## src/rtl/uart_sort_pkg.sv

```systemverilog
// uart_sort_pkg: FSM states, frame header codes and frame sizing shared by uart_frame_sorter
package uart_sort_pkg;
  typedef enum logic [2:0] {IDLE, RECV, SORT, SEND, WAIT_TX} state_t;
  localparam logic [7:0] HDR_ASC  = 8'hA5;
  localparam logic [7:0] HDR_DESC = 8'h5A;
  function automatic int nbytes(input int depth, input int width);
    return depth * width / 8;
  endfunction
endpackage

```

## src/rtl/sort_cmp_swap.sv

```systemverilog
// sort_cmp_swap: unsigned compare-and-swap of one adjacent element pair; equal values never swap
module sort_cmp_swap #(
  parameter int WIDTH = 32
) (
  input  logic [WIDTH-1:0] a,
  input  logic [WIDTH-1:0] b,
  input  logic             desc,
  output logic [WIDTH-1:0] y0,
  output logic [WIDTH-1:0] y1
);
  logic swap;
  // swap only when the pair is strictly out of order for the requested direction
  always_comb begin
    swap = desc ? (a < b) : (a > b);
    y0 = swap ? b : a;
    y1 = swap ? a : b;
  end
endmodule

```

## src/rtl/uart_frame_sorter.sv

```systemverilog
// uart_frame_sorter: receives a headered UART frame of DEPTH elements, sorts it and retransmits it.
// Optional feature: define UART_SORT_CHECKSUM_EN for a trailing XOR checksum byte on input and output.
module uart_frame_sorter
  import uart_sort_pkg::*;
#(
  parameter int WIDTH       = 32,
  parameter int DEPTH       = 8,
  parameter int TIMEOUT_CYC = 1_000_000
) (
  input  logic        clk,
  input  logic        rst,
  input  logic [7:0]  rx_data,
  input  logic        rx_valid,
  input  logic        tx_busy,
  output logic [7:0]  tx_data,
  output logic        tx_start,
  output logic        busy,
  output logic        frame_err,
  output logic [15:0] frame_count
);
  localparam int NB   = nbytes(DEPTH, WIDTH);
  localparam int BITS = DEPTH * WIDTH;
`ifdef UART_SORT_CHECKSUM_EN
  localparam int LEN = NB + 1;
`else
  localparam int LEN = NB;
`endif
  localparam int CW = $clog2(LEN + 1);
  localparam int PW = $clog2(DEPTH + 1);
  localparam int TW = $clog2(TIMEOUT_CYC + 1);

  // element k lives at mem[(DEPTH-1-k)*WIDTH +: WIDTH], so the frame shifts in and out at the top byte
  state_t                      state_q, state_d;
  logic [BITS-1:0]             mem_q, mem_d, net;
  logic [CW-1:0]               cnt_q, cnt_d;
  logic [PW-1:0]               pass_q, pass_d;
  logic [TW-1:0]               tmo_q, tmo_d;
  logic                        desc_q, desc_d;
  logic                        first_q, first_d;
  logic                        err_q, err_d;
  logic [15:0]                 fcnt_q, fcnt_d;
  logic [DEPTH-2:0][WIDTH-1:0] y0, y1;
  logic [7:0]                  byte_out;
  logic                        cs_ok;

  for (genvar g = 0; g < DEPTH - 1; g++) begin : g_pair
    sort_cmp_swap #(.WIDTH(WIDTH)) u_cmp (
      .a    (mem_q[(DEPTH-1-g)*WIDTH +: WIDTH]),
      .b    (mem_q[(DEPTH-2-g)*WIDTH +: WIDTH]),
      .desc (desc_q),
      .y0   (y0[g]),
      .y1   (y1[g])
    );
  end

  // one transposition pass: even passes take pairs starting on even elements, odd passes on odd ones
  always_comb begin
    net = mem_q;
    for (int k = 0; k < DEPTH - 1; k++)
      if ((k % 2) == int'(pass_q[0])) begin
        net[(DEPTH-1-k)*WIDTH +: WIDTH] = y0[k];
        net[(DEPTH-2-k)*WIDTH +: WIDTH] = y1[k];
      end
  end

`ifdef UART_SORT_CHECKSUM_EN
  logic [7:0] csum_q, csum_d;
  assign cs_ok    = rx_data == csum_q;
  assign byte_out = (cnt_q < CW'(NB)) ? mem_q[BITS-1 -: 8] : csum_q;
  // running XOR: header and data while receiving, transmitted data bytes while sending
  always_comb begin
    csum_d = csum_q;
    if (state_q == IDLE) csum_d = rx_data;
    else if (state_q == RECV && rx_valid) csum_d = (cnt_q == CW'(LEN - 1)) ? 8'h00 : csum_q ^ rx_data;
    else if (tx_start) csum_d = csum_q ^ tx_data;
  end
  // checksum register
  always_ff @(posedge clk or posedge rst)
    if (rst) csum_q <= 8'h00;
    else csum_q <= csum_d;
`else
  assign cs_ok    = 1'b1;
  assign byte_out = mem_q[BITS-1 -: 8];
`endif

  // frame FSM: receive, sort in place, then hand bytes to the transmitter one at a time
  always_comb begin
    state_d  = state_q;
    mem_d    = mem_q;
    cnt_d    = cnt_q;
    pass_d   = pass_q;
    tmo_d    = tmo_q;
    desc_d   = desc_q;
    first_d  = 1'b0;
    fcnt_d   = fcnt_q;
    err_d    = rx_valid && (state_q == SORT || state_q == SEND || state_q == WAIT_TX);
    tx_start = 1'b0;
    tx_data  = 8'h00;
    case (state_q)
      IDLE:
        if (rx_valid && (rx_data == HDR_ASC || rx_data == HDR_DESC)) begin
          state_d = RECV;
          desc_d  = rx_data == HDR_DESC;
          cnt_d   = '0;
          tmo_d   = '0;
        end
      RECV:
        if (rx_valid) begin
          tmo_d = '0;
          cnt_d = cnt_q + 1'b1;
          if (cnt_q < CW'(NB)) mem_d = {mem_q[BITS-9:0], rx_data};
          if (cnt_q == CW'(LEN - 1)) begin
            state_d = cs_ok ? SORT : IDLE;
            err_d   = !cs_ok;
            cnt_d   = '0;
            pass_d  = '0;
          end
        end else if (tmo_q == TW'(TIMEOUT_CYC - 1)) begin
          state_d = IDLE;
          err_d   = 1'b1;
        end else begin
          tmo_d = tmo_q + 1'b1;
        end
      SORT: begin
        mem_d   = net;
        pass_d  = pass_q + 1'b1;
        state_d = (pass_q == PW'(DEPTH - 1)) ? SEND : SORT;
      end
      SEND: begin
        tx_data = byte_out;
        if (!tx_busy) begin
          tx_start = 1'b1;
          state_d  = WAIT_TX;
          first_d  = 1'b1;
          cnt_d    = cnt_q + 1'b1;
          mem_d    = {mem_q[BITS-9:0], 8'h00};
        end
      end
      WAIT_TX:
        if (!first_q && !tx_busy) begin
          state_d = (cnt_q == CW'(LEN)) ? IDLE : SEND;
          fcnt_d  = (cnt_q == CW'(LEN)) ? fcnt_q + 1'b1 : fcnt_q;
        end
      default: state_d = IDLE;
    endcase
  end

  // control registers; element storage is deliberately kept out of reset
  always_ff @(posedge clk or posedge rst)
    if (rst) begin
      state_q <= IDLE;
      cnt_q   <= '0;
      pass_q  <= '0;
      tmo_q   <= '0;
      desc_q  <= 1'b0;
      first_q <= 1'b0;
      err_q   <= 1'b0;
      fcnt_q  <= '0;
    end else begin
      state_q <= state_d;
      cnt_q   <= cnt_d;
      pass_q  <= pass_d;
      tmo_q   <= tmo_d;
      desc_q  <= desc_d;
      first_q <= first_d;
      err_q   <= err_d;
      fcnt_q  <= fcnt_d;
    end

  // element storage
  always_ff @(posedge clk) mem_q <= mem_d;

  assign busy        = state_q != IDLE;
  assign frame_err   = err_q;
  assign frame_count = fcnt_q;
endmodule

```

## config.mk

```make
export PLATFORM = sky130hd
export DESIGN_NAME = uart_frame_sorter
export DESIGN_NICKNAME = d
export VERILOG_FILES = /design/src/rtl/uart_sort_pkg.sv /design/src/rtl/sort_cmp_swap.sv /design/src/rtl/uart_frame_sorter.sv
export SDC_FILE = /design/constraint.sdc
export NUM_CORES = 1
export LEC_CHECK = 0
export CAP_MARGIN = 0
export CORE_MARGIN = 4
export CORE_UTILIZATION = 24
export CTS_CLUSTER_SIZE = 28
export DETAILED_ROUTE_END_ITERATION = 12
export GPL_TIMING_DRIVEN = 0
export PLACE_DENSITY = 0.41
export SETUP_SLACK_MARGIN = 0.15
export SYNTH_ARGS = -nofsm -noshare
export SYNTH_HDL_FRONTEND = slang
export SYNTH_SLANG_ARGS = --single-unit
export TNS_END_PERCENT = 50
```

## constraint.sdc

```tcl
create_clock -name clk -period 7.7 [get_ports clk]
set_input_delay 1.155 -clock clk [delete_from_list [all_inputs] [get_ports clk]]
set_output_delay 1.155 -clock clk [all_outputs]
set_load 0.005 [all_outputs]
```

## After elaboration in Yosys (flattened, before gate mapping)

Index checks and enable logic that the tools add are counted.

| word-level totals | value |
|---|---|
| output and inout port bits | 27 |
| flip-flop bits (word level) | 308 |
| logic and storage cells | 152 |
| bits of input ports | 12 |

| cells by class | value |
|---|---|
| add/subtract/negate cells | 4 |
| multiplexer cells | 60 |
| reduce and logical (&&, ||, !) cells | 28 |
| equality and inequality tests | 29 |
| $lt $le $gt $ge | 15 |

Operator list:

| kind | number |
|---|---|
| $mux W256 | 3 |
| $pmux W256 S3 | 1 |
| $mux W32 | 14 |
| $mux W64 | 7 |
| $gt A32 B32 Y1 | 7 |
| $lt A32 B32 Y1 | 7 |
| $mux W20 | 3 |
| $reduce_and A6 Y1 | 8 |
| $pmux W20 S2 | 1 |
| $mux W6 | 4 |
| $ne A3 B2 Y1 const B | 7 |
| $add A20 B1 Y20 const B | 1 |
| $eq A20 B20 Y1 const B | 1 |
| $mux W3 | 6 |
| $pmux W6 S3 | 1 |
| $add A16 B1 Y16 const B | 1 |
| $pmux W3 S5 | 1 |
| $mux W1 | 14 |
| $ne A2 B2 Y1 const B | 6 |
| $ne A3 B3 Y1 const B | 3 |
| $reduce_and A3 Y1 | 3 |
| $reduce_bool A3 Y1 | 3 |
| $eq A8 B7 Y1 const B | 1 |
| $eq A8 B8 Y1 const B | 1 |
| other kinds (22) | 32 |

## Longest topological paths before layout

| logic depth | value |
|---|---|
| depth in word-level cells | 11 |
| gate-level depth with buffers | 10 |
| mapped depth without buffers | 10 |

## Hierarchy

A second synthesis with hierarchy kept.

| second synthesis, totals | value |
|---|---|
| cells, all modules | 2706 |
| area, all modules | 26857.0 sq um |

Modules (own cells, without submodules):

| module | seq. area each (sq um) | instances | cells each | area an instance (sq um) |
|---|---|---|---|---|
| uart_frame_sorter | 8988.6 | 1 | 1404 | 15453.6 |
| sort_cmp_swap | 0.0 | 7 | 186 | 1629.1 |

## Least setup slack after synthesis

No wires, ideal clock.

| timing | value |
|---|---|
| path type | register to register |
| start point | reg mem_q[206] |
| end point | reg mem_q[192] (enable) |
| cell stages (with the launch flop) | 10 |
| clock period less this slack | 4.768 ns |
| library setup time | 0.470 ns |
| data arrival time | 4.298 ns |
| data required time | 7.230 ns |
| buffers on the path | 0 |
| setup slack | 2.932 ns |
| cell sequence | edfxtp_1 > inv_1 > ha_1 > nand4_1 > or4_1 > a21oi_1 > or4b_1 > a21oi_1 > mux2i_1 > a211oi_1 |

| between the ends | value |
|---|---|
| word-level cells in the longest chain between the ends | 4 |
| elaborated cells between the ends (all ways) | 9 |
| classes of those cells | 4 x order compare; 2 x eq/ne; 2 x mux; 1 x reduce/logical |

RTL lines:

| element | line | text |
|---|---|---|
| start: declaration | uart_frame_sorter.sv:34 | `logic [BITS-1:0] mem_q, mem_d, net;` |
| start signal: assignment | uart_frame_sorter.sv:171 | `always_ff @(posedge clk) mem_q <= mem_d;` |
| $gt A32 B32 Y1 or $lt A32 B32 Y1 (tied branches) | sort_cmp_swap.sv:14 | `swap = desc ? (a < b) : (a > b);` |
| $mux W1 | sort_cmp_swap.sv:14 |  |
| $ne A3 B2 Y1 (no line) | n/a |  |
| $reduce_and A6 Y1 (no line) * | n/a |  |

Every way passes the cells marked *; elsewhere a longest branch is shown, timed or not.
A chain may end at the register's enable or synchronous reset.

## Worst setup path in the final report

| timing | value |
|---|---|
| start point | reg mem_q[183] |
| end point | reg mem_q[216] (enable) |

| between the ends | value |
|---|---|
| word-level cells in the longest chain between the ends | 4 |
| elaborated cells between the ends (all ways) | 5 |
| classes of those cells | 2 x order compare; 1 x eq/ne; 1 x mux; 1 x reduce/logical |

RTL lines:

| element | line |
|---|---|
| $gt A32 B32 Y1 or $lt A32 B32 Y1 (tied branches) | sort_cmp_swap.sv:14 |
| $mux W1 * | sort_cmp_swap.sv:14 |
| $ne A3 B2 Y1 (no line) * | n/a |
| $reduce_and A6 Y1 (no line) * | n/a |

Marked as above.

==> out/metrics.yaml <==
synthesis:
  syn_nets: 2394
  syn_area_per_cell_um2: 9.72
  synth_edf_count: 256
  synth_cell_types: 64
  syn_inst: 2153
  ys_seq_area_share_pct: 42.9
  async_reset_ff_share_pct: 16.9
  ys_ff_latch: 308
  synthFlopType: "edfxtp_1"
  ys_warn_count: 0
  synth_area_mm2: 0.0209
floorplanning:
  ios: 39
  dieArea_mm2: 0.0920
  die_w_um: 303
  row_count: 108
  start_util_pct: 24.2
  coreArea_mm2: 0.0866
  die_h_um: 303
sta:
  fmax_mhz: 233
  maxSlewHeadroom_pct: 12.0
  rsz0062_at_grt: "false"
  clock_skew_ns: 0.0259
  slew_violations: 0
  tightest_slew_ns: 1.32
  hold_viol: 0
  fin_tns_setup_ns: 0
  min_period_ns: 4.29
  finalSetupViolCount: 0
  whs_ns: 0.482
  period_share_pct: 55.7
clock_network:
  cts_tree: "built"
  cts-resized-gates: 0
  post_cts_buffers: 0
  cts.sinks: 308
  clk_latency_ns: 0.58
  cts_buffer_depth: 3
  clkTransAtPathRegs_ns: 0.06
  numCtsBuffers: 38
  htree_levels: 2
  cts_root_buf: "clkbuf_16"
  cts_hold_buf: 0
finish:
  final_common_cell: "nand2_1"
  area_growth_pct: 15.7
  nets: 2480
  stdcell_count: 3423
  antenna_cells: 0
  num-fill-cells: 9121
  drive_gt1_share_pct: 5.25
  layout_common_cells: "324 x nand2_1, 256 x edfxtp_1, 244 x inv_1"
route:
  vias: 17200
  met2_length_um: 38200
  routed_via_density: 5.04
  drc: 0
  wl_per_cell_um: 24.1
  met3_length_um: 4610
  routed_wl_um: 82700
  ant_nets: 0
  top_layer: "met4"
  drt_iter0_markers: 1594
  met1Wirelength_um: 37400
  drt-pass1-iter-count: 5
power:
  leakagePower_uw: 0.0107
  peakVddDrop_v: 0.000168
  powerDensity_mw_per_mm2: 492
setup_path:
  cp.required_ns: 7.97
  critPathKind: "reg2reg"
  endpoint_kind: "flip-flop"
  crit_fanout: 18
  crit_path_start_kind: "flip-flop"
  worstPathArrival_ns: 4.56
worst_hold_path:
  hp-class: "reg2reg"
place:
  post-dp-hpwl_um: 62300
  gp_congestion: 0.845
  dp_cells: 3354
  io_buffers: 38
flow_run:
  drv_cap: 0
global_route:
  grt_usage_pct: 17.7
  antenna_found_initial: 0
  grt_pass1_wl_um: 119000
  grt_max_degree: 37
  grt_remaining_overflow: 0
  grt_pass1_vias: 17300
run_status:
  outcome: "finished clean"
==> per-layer routing <==
metal / up-vias / track usage [%]
met4: 0 / 5.39
li1: 7908 / -
met2: 589 / 29.1
met5: - / 0
met3: 144 / 2.55
met1: 8607 / 24.1
==> synthesized netlist by cell type (all sizes together), types with 17 or more instances <==
library cell,count,area (µm²)
o21ai,240,1200
a21oi,102,510
nand3,22,110
nor2,52,220
ha,229,2870
o31ai,62,465
nand2,325,1220
inv,245,920
nand4,50,328
mux2i,194,1940
clkbuf,63,236
xor2,18,158
o211ai,17,128
dfrtp,52,1300
a21o,42,315
buf,36,181
xnor2,18,158
edfxtp,256,7690
==> cell families (layout without fill, tap and decap cells) <==
| group | Yosys count | count (layout) | share of synthesized area [%] |
|---|---|---|---|
| mux | 195 | 195 | 9.33 |
| buf+inv | 344 | 459 | 6.39 |
| fa+ha+maj | 229 | 229 | 13.7 |
| simple gates | 538 | 538 | 12.0 |
| xor+xnor | 36 | 36 | 1.51 |
| flops | 308 | 308 | 42.9 |
| compound gates | 503 | 503 | 14.2 |
==> final timing paths <==
| kind | startpoint | to | slack (ns) | depth (start not counted) |
|---|---|---|---|---|
| max in group asynchronous | rst | tmo_q[13]$_DFFE_PP0P_ | 6.25 | 3 |
| hold reg to reg | frame_count[15]$_DFFE_PP0P_ | frame_count[15]$_DFFE_PP0P_ | 0.48 | 1 |
| setup / recovery | mem_q[183]$_DFFE_PP_ | mem_q[216]$_DFFE_PP_ | 3.41 | 9 |
| setup reg to reg | mem_q[183]$_DFFE_PP_ | mem_q[216]$_DFFE_PP_ | 3.41 | 9 |
| hold / removal | frame_count[15]$_DFFE_PP0P_ | frame_count[15]$_DFFE_PP0P_ | 0.48 | 1 |
| min in group asynchronous | rst | pass_q[0]$_DFFE_PP0P_ | 0.91 | 2 |
==> metrics by stage <==
stage / utilization (%) / setup slack, ns / total power [µW] / area [µm²]
2_1_floorplan: - / 2.93 / 7360 / 20900
3_3_place_gp: 26.3 / 0.110 / 9760 / 22800
3_5_place_dp: 26.5 / 3.20 / 10000 / 23000
4_1_cts: 28.0 / 3.35 / 11900 / 24200
5_1_grt: 28.0 / 3.11 / 12700 / 24200
6_report: 28.0 / 3.41 / 11900 / 24200
==> area by class of cell <==
cell class | instances | area, µm² | area share, %
multi-input combinational | 1501 | 10700 | 44.1
sequential | 308 | 8990 | 37.1
tap | 1155 | 1450 | 5.97
clock buffer | 56 | 1060 | 4.37
inverter | 245 | 920 | 3.80
timing repair buffer | 46 | 541 | 2.23
buffer | 99 | 418 | 1.73
clock inverter | 13 | 174 | 0.718
==> power breakdown <==
part	switching [µW]	internal [µW]
sequential	1610	3000
combinational	3320	2120
clock	770	1090
total	5710	6210
==> state kept, by name, summed over array words and instances, names as in the netlist <==
register     cells
mem_q          256
tmo_q           20
frame_count     16
cnt_q            6
pass_q           4
state_q          3
desc_q           1
first_q          1
frame_err        1
==> critical path, cell delays in order (launching register included) <==
cell      delay, ns
edfxtp_1       0.73
inv_1          0.11
ha_1           0.34
nand4_1        0.23
nor4_1         0.87
a21oi_1        0.21
xnor2_1        0.18
a21oi_1        0.21
a211oi_4       0.81
buf_8          0.28
Note: power is estimated with default switching activity, not from simulation.
